===== src/rtl/bcd_clock_param.sv =====
// BCD time-of-day counter (HH:MM:SS) with built-in one-second prescaler and 12/24-hour display.
// Optional alarm compiled in with `define CLOCK_ALARM_EN.
module bcd_clock_param #(
    parameter int unsigned DIV = 32'd50000000
) (
    input  logic       clk,
    input  logic       rst,
    input  logic       en,
    input  logic       clr,
    input  logic       load,
    input  logic       mode12,
    input  logic [3:0] sd0,
    input  logic [2:0] sd1,
    input  logic [3:0] md0,
    input  logic [2:0] md1,
    input  logic [3:0] hd0,
    input  logic [1:0] hd1,
    output logic [3:0] sq0,
    output logic [2:0] sq1,
    output logic [3:0] mq0,
    output logic [2:0] mq1,
    output logic [3:0] hq0,
    output logic [1:0] hq1,
    output logic       pm,
    output logic       tick,
    output logic       co,
    input  logic       alm_load,
    input  logic [5:0] ahd,
    input  logic [6:0] amd,
    input  logic       alm_ack,
    output logic       alarm
);

    localparam int PW = (DIV > 1) ? $clog2(DIV) : 1;
    localparam logic [PW-1:0] PC_LAST = PW'(DIV - 1);

    function automatic logic [3:0] clamp9(input logic [3:0] v);
        return (v > 4'd9) ? 4'd9 : v;
    endfunction

    function automatic logic [2:0] clamp5(input logic [2:0] v);
        return (v > 3'd5) ? 3'd5 : v;
    endfunction

    // Any hours tens of 2 or more pins the hour into the 20..23 range.
    function automatic logic [5:0] clamp_hr(input logic [1:0] t, input logic [3:0] u);
        if (t >= 2'd2) begin
            return {2'd2, (u > 4'd3) ? 4'd3 : u};
        end
        return {t, clamp9(u)};
    endfunction

    logic [3:0]    s0_q, s0_d;
    logic [2:0]    s1_q, s1_d;
    logic [3:0]    m0_q, m0_d;
    logic [2:0]    m1_q, m1_d;
    logic [3:0]    h0_q, h0_d;
    logic [1:0]    h1_q, h1_d;
    logic [PW-1:0] pc_q, pc_d;
    logic          at_max;

    always_ff @(posedge clk or posedge rst) begin
        if (rst) begin
            s0_q <= '0;
            s1_q <= '0;
            m0_q <= '0;
            m1_q <= '0;
            h0_q <= '0;
            h1_q <= '0;
            pc_q <= '0;
        end else begin
            s0_q <= s0_d;
            s1_q <= s1_d;
            m0_q <= m0_d;
            m1_q <= m1_d;
            h0_q <= h0_d;
            h1_q <= h1_d;
            pc_q <= pc_d;
        end
    end

    always_comb begin
        s0_d = s0_q;
        s1_d = s1_q;
        m0_d = m0_q;
        m1_d = m1_q;
        h0_d = h0_q;
        h1_d = h1_q;
        pc_d = pc_q;

        tick   = en & (pc_q == PC_LAST) & ~clr & ~load;
        at_max = (s0_q == 4'd9) && (s1_q == 3'd5) && (m0_q == 4'd9) &&
                 (m1_q == 3'd5) && (h1_q == 2'd2) && (h0_q == 4'd3);
        co     = tick & at_max;

        if (clr) begin
            s0_d = '0;
            s1_d = '0;
            m0_d = '0;
            m1_d = '0;
            h0_d = '0;
            h1_d = '0;
            pc_d = '0;
        end else if (load) begin
            s0_d       = clamp9(sd0);
            s1_d       = clamp5(sd1);
            m0_d       = clamp9(md0);
            m1_d       = clamp5(md1);
            {h1_d, h0_d} = clamp_hr(hd1, hd0);
            pc_d       = '0;
        end else if (en) begin
            pc_d = (pc_q == PC_LAST) ? '0 : pc_q + PW'(1);
            if (tick) begin
                // Ripple carry: each digit advances only when all lower digits wrap.
                if (s0_q != 4'd9) begin
                    s0_d = s0_q + 4'd1;
                end else begin
                    s0_d = '0;
                    if (s1_q != 3'd5) begin
                        s1_d = s1_q + 3'd1;
                    end else begin
                        s1_d = '0;
                        if (m0_q != 4'd9) begin
                            m0_d = m0_q + 4'd1;
                        end else begin
                            m0_d = '0;
                            if (m1_q != 3'd5) begin
                                m1_d = m1_q + 3'd1;
                            end else begin
                                m1_d = '0;
                                if ((h1_q == 2'd2) && (h0_q == 4'd3)) begin
                                    h1_d = '0;
                                    h0_d = '0;
                                end else if (h0_q == 4'd9) begin
                                    h0_d = '0;
                                    h1_d = h1_q + 2'd1;
                                end else begin
                                    h0_d = h0_q + 4'd1;
                                end
                            end
                        end
                    end
                end
            end
        end
    end

    logic [5:0] hour_bin;
    logic [5:0] disp_bin;

    always_comb begin
        hour_bin = ({4'd0, h1_q} * 6'd10) + {2'd0, h0_q};
        pm       = (hour_bin >= 6'd12);
        disp_bin = hour_bin;
        hq1      = h1_q;
        hq0      = h0_q;
        if (mode12) begin
            if (hour_bin == 6'd0) begin
                disp_bin = 6'd12;
            end else if (hour_bin > 6'd12) begin
                disp_bin = hour_bin - 6'd12;
            end
            if (disp_bin >= 6'd10) begin
                hq1 = 2'd1;
                hq0 = 4'(disp_bin - 6'd10);
            end else begin
                hq1 = 2'd0;
                hq0 = disp_bin[3:0];
            end
        end
    end

    assign sq0 = s0_q;
    assign sq1 = s1_q;
    assign mq0 = m0_q;
    assign mq1 = m1_q;

`ifdef CLOCK_ALARM_EN
    logic [1:0] ah1_q, ah1_d;
    logic [3:0] ah0_q, ah0_d;
    logic [2:0] am1_q, am1_d;
    logic [3:0] am0_q, am0_d;
    logic       alarm_q, alarm_d;
    logic       alarm_set;

    always_ff @(posedge clk or posedge rst) begin
        if (rst) begin
            ah1_q   <= '0;
            ah0_q   <= '0;
            am1_q   <= '0;
            am0_q   <= '0;
            alarm_q <= 1'b0;
        end else begin
            ah1_q   <= ah1_d;
            ah0_q   <= ah0_d;
            am1_q   <= am1_d;
            am0_q   <= am0_d;
            alarm_q <= alarm_d;
        end
    end

    always_comb begin
        ah1_d = ah1_q;
        ah0_d = ah0_q;
        am1_d = am1_q;
        am0_d = am0_q;
        if (alm_load) begin
            {ah1_d, ah0_d} = clamp_hr(ahd[5:4], ahd[3:0]);
            am1_d          = clamp5(amd[6:4]);
            am0_d          = clamp9(amd[3:0]);
        end
        // Only a counting tick can set the flag; load/clr suppress tick.
        alarm_set = tick && (s0_d == 4'd0) && (s1_d == 3'd0) &&
                    (m0_d == am0_q) && (m1_d == am1_q) &&
                    (h0_d == ah0_q) && (h1_d == ah1_q);
        alarm_d   = alarm_set | (alarm_q & ~alm_ack);
    end

    assign alarm = alarm_q;
`else
    logic unused_alarm_in;
    assign unused_alarm_in = &{1'b0, alm_load, ahd, amd, alm_ack};
    assign alarm = 1'b0;
`endif

endmodule


===== config.mk =====
export PLATFORM = sky130hd
export DESIGN_NAME = bcd_clock_param
export DESIGN_NICKNAME = d
export VERILOG_FILES = /design/src/rtl/bcd_clock_param.sv
export SDC_FILE = /design/constraint.sdc
export NUM_CORES = 1
export LEC_CHECK = 0
export BUFFER_PORTS_ARGS = -buffer_cell sky130_fd_sc_hd__buf_4
export CORE_AREA = 2 2 81 83
export CTS_CLUSTER_SIZE = 8
export DETAILED_ROUTE_END_ITERATION = 16
export DIE_AREA = 0 0 83 85
export GPL_ROUTABILITY_DRIVEN = 0
export PLACE_DENSITY_LB_ADDON = 0.1
export RECOVER_POWER = 100
export SETUP_SLACK_MARGIN = 0.3
export SYNTH_ARGS = -nofsm -noshare
export SYNTH_HDL_FRONTEND = slang
export SYNTH_SLANG_ARGS = --single-unit

===== constraint.sdc =====
create_clock -name clk -period 4.9 [get_ports clk]
set_input_delay 0.735 -clock clk [delete_from_list [all_inputs] [get_ports clk]]
set_output_delay 0.735 -clock clk [all_outputs]
set_load 0.01 [all_outputs]

==> flow_summary_export.csv, run 1 <==
group,metric,value,unit
timing,hold_viol_final,0,
timing,fmax,0.228,GHz
pwr,power.leakage,1.59,nW
synthesis,synth_top_area_cell,"dfrtp_1",
pwr,swShare,0.299,
synthesis,synth_nets,436,
placed_design,port_buffers,48,
detailed_routing,wl,7.56,mm
worst_setup_path,crit_start,"h0_q[1]$_DFFE_PP0P_",
worst_setup_path,cp-end-kind,"output pin",
synthesis,ys_types,66,
pwr,intPower,0.587,mW
die,coreArea,0.00620,mm^2
worst_setup_path,r2r-end,"h0_q[3]$_DFFE_PP0P_",
cts,cts_sinks,46,
global_route,grt_pass1_wl,12.7,mm
cts,cts_tree,"built",
cts,root_buffer,"clkbuf_8",
worst_setup_path,r2r_cells,6,
cts,ctsLongestPathBuffers,2,
final_layout,antennaDiodeCount,0,
worst_setup_path,cp_slowest_stage_delay,0.42,ns
worst_setup_path,reg2reg_from,"pc_q[21]$_DFFE_PP0P_",
timing,slew_headroom,-0.665,
cts,cts_inserted_buffers,5,
synthesis,synthArstFlopShare,1.00,
final_layout,syn_to_final_growth,12.0,%
flow_run,cap_violations,2,
worst_setup_path,crit_arrival,3.65,ns
die,io_pins,65,
final_layout,drive_gt1_frac,0.127,
synthesis,seq_area_frac_synth,0.348,
worst_hold_path,hp-class,"register to register",
synthesis,netlist_area,0.00331,mm^2
pwr,power_frac_comb,0.221,
timing,period_needed,4.38,ns
detailed_routing,drc_errors,0,
final_layout,multi_input_area,0.00196,mm^2
timing,tightestPinTransition,2.50,ns
worst_setup_path,crit_top_cell,"ha_1",
timing,setup_viol,0,
pwr,p_per_area,226,mW/mm^2
detailed_routing,post_drt_wl_per_cell,15.0,um
pwr,clkPwrFrac,0.294,
synthesis,ys_seq_elements,46,
timing,finalSetupTns,0,ns
timing,rsz0062_at_grt,"false",
global_route,gr-total-overflow,0,
detailed_routing,drtPass1Iterations,4,
synthesis,postSynthCellCount,380,
synthesis,synth_top_cells_by_area,"dfrtp_1 35%, ha_1 5.3%, nor2_1 4.8%",
outcome,status,"finished with violations",
worst_setup_path,cp-endpoint,"hq0[3]",
cts,cts_hold_buf,0,
synthesis,synth_edf_count,0,
outcome,violations,"max-capacitance violations, max-slew violations",
global_route,grt_pass1_vias,2768,
detailed_routing,drt_iter0_drc,142,
detailed_routing,num_vias,2962,
pwr,ir_drop,0.152,mV
pwr,p_switching,0.251,mW
timing,min_period_over_period,0.895,
worst_setup_path,start_kind,"register",
synthesis,synth_ff_type,"dfrtp_1",
worst_setup_path,cp_slowest_cell,"dfrtp_1",
pwr,p_seq_frac,0.485,
worst_setup_path,r2r_slack,1.19,ns
die,die_x,83,um
synthesis,syn_area_per_cell,8.70,um^2
worst_setup_path,cp_max_fo,5,
cts,htree_levels,2,
detailed_routing,via_per_inst,5.89,
global_route,grtUsageTotal,0.217,
worst_setup_path,cp_cell_sequence,"ha_1, fa_1, xor2_1, ha_1, o21a_1, nor2_1, a21oi_2, mux2i_1, inv_1, ha_1, nor2_1, o21ai_0, mux2_2, o211ai_1, buf_4",
global_route,grt_start_max_net_pins,47,
final_layout,layout.area.seq,0.00115,mm^2
die,die_h,85,um
synthesis,yosysTopAreaCellShare,0.348,
synthesis,ys_warn_count,0,
timing,slew_violations,59,
die,design.die.area,0.00706,mm^2
final_layout,fill_cells,604,
timing,fin_worst_skew,0.0119,ns
detailed_routing,drtAntennaViolNets,0,
cts,insertion_delay,0.31,ns
worst_setup_path,crit_type,"register to output pin",
synthesis,synth_common_cells,"46 x dfrtp_1, 42 x nor2_1, 25 x nand2_1",
worst_setup_path,worstPathRequired,4.16,ns
die,rows,29,
placed_design,place_hpwl,5.32,mm
global_route,grt_antenna_before_repair,0,
synthesis,synth.most_common_cell,"dfrtp_1",
die,initial_core_util,0.533,
cts,path_clk_slew,0.08,ns
final_layout,final_util,0.597,
final_layout,nets,481,
per-layer routing:
metal / track usage / vias up / wire, um
li1: - / 1465 / -
met1: 0.287 / 1433 / 3540
met2: 0.365 / 56 / 3650
met3: 0.0389 / 8 / 260
met4: 0.0641 / 0 / 104
met5: 0 / - / 0
cell families after synthesis:
family	count (synthesis)	share of synthesized area
AO/OA/AOI/OAI	80	0.157
XOR/XNOR	24	0.0636
adder cells (fa/ha/maj)	15	0.0590
buffers and inverters	38	0.0507
flip-flops	46	0.348
multiplexers	8	0.0253
other	1	0.00113
AND/OR/NAND/NOR	168	0.296
cell usage in the layout, fill, tap and decap left out, types with 5 or more instances in the layout:
| master | count |
|---|---|
| ha_1 | 14 |
| o21ai_0 | 23 |
| nor3b_1 | 5 |
| a21o_1 | 5 |
| nand3_1 | 16 |
| buf_4 | 31 |
| a211oi_1 | 9 |
| xor2_1 | 17 |
| clkbuf_1 | 21 |
| nor4b_1 | 6 |
| and3_1 | 6 |
| nor2_1 | 42 |
| inv_1 | 23 |
| nor2b_1 | 5 |
| a31oi_1 | 7 |
| nand4_1 | 9 |
| mux2i_1 | 5 |
| dfrtp_1 | 46 |
| nand2_1 | 25 |
| or3_1 | 5 |
| xnor2_1 | 7 |
| nor3_1 | 11 |
| a21oi_1 | 13 |
| clkbuf_8 | 6 |
area by class of cell:
type	instances	share of cell area
inverter	24	0.0243
sequential	46	0.311
multi-input combinational	296	0.529
tap	77	0.0260
clock inverter	1	0.00135
timing repair buffer	52	0.0851
clock buffer	7	0.0233
critical path, delay by kind of cell (launching register included):
family	cells	cell delay, ns
adder cells (fa/ha/maj)	4	1.16
AND/OR/NAND/NOR	2	0.15
flip-flops	1	0.42
multiplexers	2	0.56
XOR/XNOR	1	0.27
buffers and inverters	2	0.22
AO/OA/AOI/OAI	4	0.56
worst min path at each step:
| stage | from | endpoint | slack (ns) | cells past startpoint |
|---|---|---|---|---|
| final | pc_q[0]$_DFFE_PP0P_ | pc_q[0]$_DFFE_PP0P_ | 0.52 | 1 |
| after global routing | pc_q[1]$_DFFE_PP0P_ | pc_q[1]$_DFFE_PP0P_ | 0.57 | 2 |
| after CTS | pc_q[0]$_DFFE_PP0P_ | pc_q[0]$_DFFE_PP0P_ | 0.53 | 1 |
| after detailed placement | pc_q[0]$_DFFE_PP0P_ | pc_q[0]$_DFFE_PP0P_ | 0.51 | 1 |
| after global placement | pc_q[1]$_DFFE_PP0P_ | pc_q[1]$_DFFE_PP0P_ | 0.50 | 2 |
| after floorplan | pc_q[1]$_DFFE_PP0P_ | pc_q[1]$_DFFE_PP0P_ | 0.48 | 2 |
power groups by stage:
stage | registers [mW] | logic [mW] | clock network, mW
final | 0.406 | 0.185 | 0.246
after detailed placement | 0.414 | 0.187 | 0
after global routing | 0.409 | 0.208 | 0.264
after global placement | 0.414 | 0.184 | 0
after floorplan | 0.413 | 0.118 | 0
after CTS | 0.407 | 0.194 | 0.249
registers in the layout (all words and copies together) (netlist names):
signal  cells
pc_q       26
h0_q        4
mq0         4
sq0         4
mq1         3
sq1         3
h1_q        2
per-stage QoR:
stage          hold slack (ns)  power, mW  cells  worst slack [ns]  area, um^2
4_1_cts                  0.527      0.850    501             0.407        3800
2_1_floorplan            0.476      0.531    380             0.958        3310
5_1_grt                  0.570      0.881    503             0.247        3700
3_3_place_gp             0.502      0.597    492             0.571        3690
3_5_place_dp             0.512      0.601    492             0.488        3690
6_report                 0.521      0.838    503             0.517        3700
what timing repair did:
action                     CTS  global route
buffers inserted             1             2
gates resized for setup      2             2
gates cloned                 0             0
setup endpoints to repair    2             2
(Power assumes the default switching activity.)
==> inputs of run 2 (changes only) <==
--- a/config.mk
+++ b/config.mk
@@ -13,2 +13,3 @@
 export GPL_ROUTABILITY_DRIVEN = 0
+export MAX_ROUTING_LAYER = met4
 export PLACE_DENSITY_LB_ADDON = 0.1
--- a/constraint.sdc
+++ b/constraint.sdc
@@ -3,2 +3,2 @@
 set_output_delay 0.735 -clock clk [all_outputs]
-set_load 0.01 [all_outputs]
+set_load 0.02 [all_outputs]
==> flow_summary_export.csv, run 2 (synthesis gave the netlist of run 1 again) <==
group,metric,value,unit
timing,slew_violations,59,
die,design.die.area,0.00706,mm^2
worst_setup_path,worstPathRequired,4.16,ns
global_route,grt_pass1_vias,2835,
placed_design,place_ws,0.460,ns
timing,rsz0062_at_grt,"false",
global_route,grt_pass1_wl,13.1,mm
timing,period_needed,4.45,ns
timing,fin_worst_skew,0.0107,ns
worst_setup_path,r2r_slack,1.09,ns
detailed_routing,drt_iter0_drc,173,
pwr,power.leakage,1.60,nW
detailed_routing,wl,7.68,mm
worst_setup_path,crit_type,"register to output pin",
timing,slew_headroom,-0.678,
global_route,grt_start_max_net_pins,47,
cts,cts_sinks,46,
worst_setup_path,start_kind,"register",
final_layout,nets,481,
global_route,gr-total-overflow,0,
final_layout,final_util,0.598,
die,die_h,85,um
outcome,status,"finished with violations",
die,coreArea,0.00620,mm^2
worst_setup_path,cp-end-kind,"output pin",
timing,tightestPinTransition,2.52,ns
worst_hold_path,holdPathStages,2,
cts,insertion_delay,0.30,ns
final_layout,largest_register_ffs,26,
worst_setup_path,r2r_cells,6,
detailed_routing,drc_errors,0,
worst_hold_path,min_from,"pc_q[1]$_DFFE_PP0P_",
die,die_x,83,um
die,io_pins,65,
cts,path_clk_slew,0.08,ns
pwr,ir_drop,0.151,mV
timing,hold_viol_final,0,
detailed_routing,drtPass1Iterations,4,
timing,fin_hold_ws,0.521,ns
detailed_routing,via_per_inst,5.83,
detailed_routing,post_drt_wl_per_cell,15.3,um
die,initial_core_util,0.533,
worst_setup_path,r2r-end,"sq0[3]$_DFFE_PP0P_",
timing,setup_slack,0.451,ns
pwr,p_per_area,228,mW/mm^2
cts,ctsLongestPathBuffers,2,
placed_design,dp_cells,492,
final_layout,final_cell_mix,"46 x dfrtp_1, 42 x nor2_1, 32 x buf_4",
final_layout,drive_gt1_frac,0.131,
cts,htree_levels,2,
worst_setup_path,reg2reg_from,"pc_q[21]$_DFFE_PP0P_",
cts,cts_hold_buf,0,
placed_design,port_buffers,48,
cts,root_buffer,"clkbuf_8",
timing,fmax,0.225,GHz
worst_setup_path,crit_arrival,3.71,ns
flow_run,cap_violations,2,
placed_design,place_hpwl,5.36,mm
detailed_routing,num_vias,2934,
worst_hold_path,worst_hold_path.endpoint,"pc_q[1]$_DFFE_PP0P_",
final_layout,fill_cells,598,
final_layout,antennaDiodeCount,0,
global_route,grt_antenna_before_repair,0,
cts,cts_inserted_buffers,5,
outcome,violations,"max-capacitance violations, max-slew violations",
timing,setup_viol,0,
cts,cts_tree,"built",
final_layout,regMostFlops,"pc_q",
final_layout,instances_no_fill,503,
global_route,grtUsageTotal,0.230,
timing,min_period_over_period,0.908,
timing,finalSetupTns,0,ns
worst_setup_path,cp_max_fo,5,
final_layout,syn_to_final_growth,12.3,%
worst_hold_path,hp-class,"register to register",
detailed_routing,drtAntennaViolNets,0,
die,rows,29,
final_layout,final_common_cell,"dfrtp_1",
run 2: how the worst max path moves through the flow:
| stage | start | endpoint | depth (start not counted) |
|---|---|---|---|
| floorplan | h0_q[1]$_DFFE_PP0P_ | hq0[2] | 13 |
| global placement | h0_q[1]$_DFFE_PP0P_ | hq0[3] | 15 |
| detailed placement | h0_q[1]$_DFFE_PP0P_ | hq0[3] | 15 |
| CTS | h0_q[1]$_DFFE_PP0P_ | hq0[3] | 15 |
| global route | pc_q[21]$_DFFE_PP0P_ | co | 6 |
| finish | h0_q[1]$_DFFE_PP0P_ | hq0[3] | 15 |
run 2: cell type report:
| type | instances | area (um^2) | share of cell area |
|---|---|---|---|
| Multi-Input combinational cell | 296 | 1960 | 0.529 |
| Tap cell | 77 | 96.3 | 0.0260 |
| Timing Repair Buffer | 52 | 319 | 0.0859 |
| Clock buffer | 7 | 86.3 | 0.0233 |
| Clock inverter | 1 | 5.00 | 0.00135 |
| Inverter | 24 | 90.1 | 0.0243 |
| Sequential cell | 46 | 1150 | 0.310 |
run 2: timing repair:
action	CTS	global route
pin swaps	0	3
endpoints found under the setup margin	2	2
setup buffers	1	2
resized for setup	2	3
run 2: stage by stage:
stage / area, um^2 / total power [mW]
2_1_floorplan: 3310 / 0.545
3_3_place_gp: 3690 / 0.611
3_5_place_dp: 3690 / 0.615
4_1_cts: 3800 / 0.866
5_1_grt: 3710 / 0.896
6_report: 3710 / 0.848
run 2: power breakdown:
part	internal [mW]	total (mW)	switching (mW)
Clock	0.114	0.241	0.127
Combinational	0.0837	0.200	0.117
Sequential	0.390	0.407	0.0165
run 2: critical path, stage by stage, from the launching register on:
cell,delay [ns]
dfrtp_1,0.42
ha_1,0.26
fa_2,0.37
xor2_1,0.35
ha_1,0.27
o21a_1,0.20
nor2_1,0.07
a21oi_2,0.20
mux2i_1,0.29
inv_1,0.07
ha_1,0.21
nor2_1,0.10
o21ai_0,0.08
mux2_2,0.27
o211ai_1,0.09
buf_4,0.17
run 2: metal layers:
| layer | global-route usage | share of wire |
|---|---|---|
| met4 | 0.0596 | 0.013 |
| met3 | 0.0399 | 0.038 |
| met5 | - | 0 |
| met1 | 0.311 | 0.48 |
| met2 | 0.361 | 0.47 |
==> inputs of run 3 (changes only) <==
Settings changed: CTS_CLUSTER_SIZE 8 to 14, RECOVER_POWER 100 to 25.
==> flow_summary_export.csv, run 3 (synthesis gave the netlist of run 1 again) <==
group,metric,value,unit
outcome,status,"finished with violations",
outcome,violations,"max-capacitance violations, max-slew violations",
die,die_h,85,um
die,die_x,83,um
timing,fin_worst_skew,0.0100,ns
final_layout,syn_to_final_growth,15.6,%
global_route,grt_start_max_net_pins,47,
cts,htree_levels,2,
die,design.die.area,0.00706,mm^2
pwr,p_per_area,225,mW/mm^2
detailed_routing,post_drt_wl_per_cell,15.2,um
timing,period_needed,4.37,ns
worst_setup_path,cp_max_fo,5,
cts,path_clk_slew,0.08,ns
timing,setup_viol,0,
worst_setup_path,worstPathRequired,4.16,ns
final_layout,fin_area,0.00382,mm^2
global_route,grt_pass1_vias,2835,
die,rows,29,
placed_design,place_hpwl,5.36,mm
cts,ctsLongestPathBuffers,2,
final_layout,final_cell_mix,"50 x buf_4, 46 x dfrtp_1, 42 x nor2_1",
final_layout,drive_gt1_frac,0.192,
global_route,grt_antenna_before_repair,0,
final_layout,nets,481,
placed_design,port_buffers,48,
global_route,grtUsageTotal,0.230,
detailed_routing,drc_errors,0,
placed_design,dpl_cell_area,0.00369,mm^2
global_route,gr-total-overflow,0,
detailed_routing,drtAntennaViolNets,0,
detailed_routing,wl,7.67,mm
detailed_routing,drtPass1Iterations,4,
cts,cts_sinks,46,
worst_setup_path,cp-end-kind,"output pin",
placed_design,dp_cells,492,
final_layout,antennaDiodeCount,0,
flow_run,cap_violations,1,
timing,min_period_over_period,0.891,
timing,rsz0062_at_grt,"false",
worst_setup_path,start_kind,"register",
final_layout,largest_register_ffs,26,
cts,root_buffer,"clkbuf_8",
worst_setup_path,cp_slowest_cell,"dfrtp_1",
worst_hold_path,hp-class,"register to register",
timing,slew_headroom,-0.674,
worst_setup_path,crit_type,"register to output pin",
timing,fmax,0.229,GHz
timing,finalSetupTns,0,ns
pwr,totalPowerFinal,0.859,mW
final_layout,regMostFlops,"pc_q",
detailed_routing,drt_iter0_drc,168,
cts,insertion_delay,0.30,ns
final_layout,fill_cells,575,
detailed_routing,via_per_inst,5.86,
cts,cts_inserted_buffers,5,
cts,cts_tree,"built",
pwr,power.leakage,1.69,nW
worst_setup_path,crit_arrival,3.63,ns
worst_setup_path,cp_slowest_stage_delay,0.42,ns
detailed_routing,num_vias,2949,
final_layout,final_common_cell,"buf_4",
timing,slew_violations,47,
timing,tightestPinTransition,2.51,ns
die,initial_core_util,0.533,
die,coreArea,0.00620,mm^2
worst_setup_path,cp_cell_sequence,"ha_1, fa_2, xor2_2, ha_2, o21a_1, nor2_1, a21oi_2, mux2i_2, inv_1, ha_1, nor2_1, o21ai_0, mux2_2, o211ai_1, buf_4",
timing,hold_viol_final,0,
final_layout,instances_no_fill,503,
global_route,grt_pass1_wl,13.1,mm
pwr,ir_drop,0.152,mV
die,io_pins,65,
[run 3: cell type report]
type / count / area, um^2 / share of cell area
repair buffers: 52 / 387 / 0.101
flip-flops and latches: 46 / 1150 / 0.301
clock inverters: 1 / 5.00 / 0.00131
well taps: 77 / 96.3 / 0.0252
inverters: 24 / 90.1 / 0.0236
multi-input cells: 296 / 2010 / 0.525
clock buffers: 7 / 86.3 / 0.0226
[run 3: path summary, 6_finish.rpt]
| kind | start | cells after the start | endpoint | slack, ns |
|---|---|---|---|---|
| worst max register to register | pc_q[21]$_DFFE_PP0P_ | 6 | sq0[3]$_DFFE_PP0P_ | 2.00 |
| worst min-delay path | pc_q[1]$_DFFE_PP0P_ | 2 | pc_q[1]$_DFFE_PP0P_ | 0.52 |
| min in group asynchronous | rst | 3 | mq0[0]$_DFFE_PP0P_ | 1.36 |
| max in group asynchronous | rst | 3 | sq0[1]$_DFFE_PP0P_ | 2.11 |
| worst max-delay path | h0_q[1]$_DFFE_PP0P_ | 15 | hq0[3] | 0.53 |
| worst min register to register | pc_q[1]$_DFFE_PP0P_ | 2 | pc_q[1]$_DFFE_PP0P_ | 0.52 |
[run 3: where the power goes]
part / leakage (nW) / switching (mW) / internal (mW)
Combinational: 1.01 / 0.119 / 0.0928
Sequential: 0.627 / 0.0167 / 0.390
Clock: 0.0482 / 0.126 / 0.114
[run 3: metrics by stage]
| stage | hold slack (ns) | setup WS, ns | util |
|---|---|---|---|
| final | 0.521 | 0.533 | 0.616 |
| after global routing | 0.569 | 0.331 | 0.616 |
| after CTS | 0.527 | 0.369 | 0.613 |
| after detailed placement | 0.512 | 0.460 | 0.595 |
| after global placement | 0.502 | 0.551 | 0.595 |
| after floorplan | 0.476 | 0.761 | - |
[run 3: worst max-delay path, delay by kind of cell (launching register included)]
kind	cells	cell delay, ns
DFF	1	0.42
xor gates and xnor gates	1	0.28
and+or+nand+nor	2	0.17
AOI/OAI and AO/OA	4	0.57
adders and majority gates	4	1.10
buffers and inverters	2	0.24
muxes	2	0.56
[run 3: what timing repair did]
action                                  CTS  global route
resized for setup                         2             3
pin swaps                                 0             3
endpoints found under the setup margin    2             2
setup buffers                             1             2
hold buffers                              0             0
[run 3: per-layer routing]
layer,vias up,track usage,wire length [um]
met5,-,-,0
met3,8,0.0399,305
li1,1469,-,-
met2,61,0.361,3570
met1,1411,0.311,3700
met4,0,0.0596,89
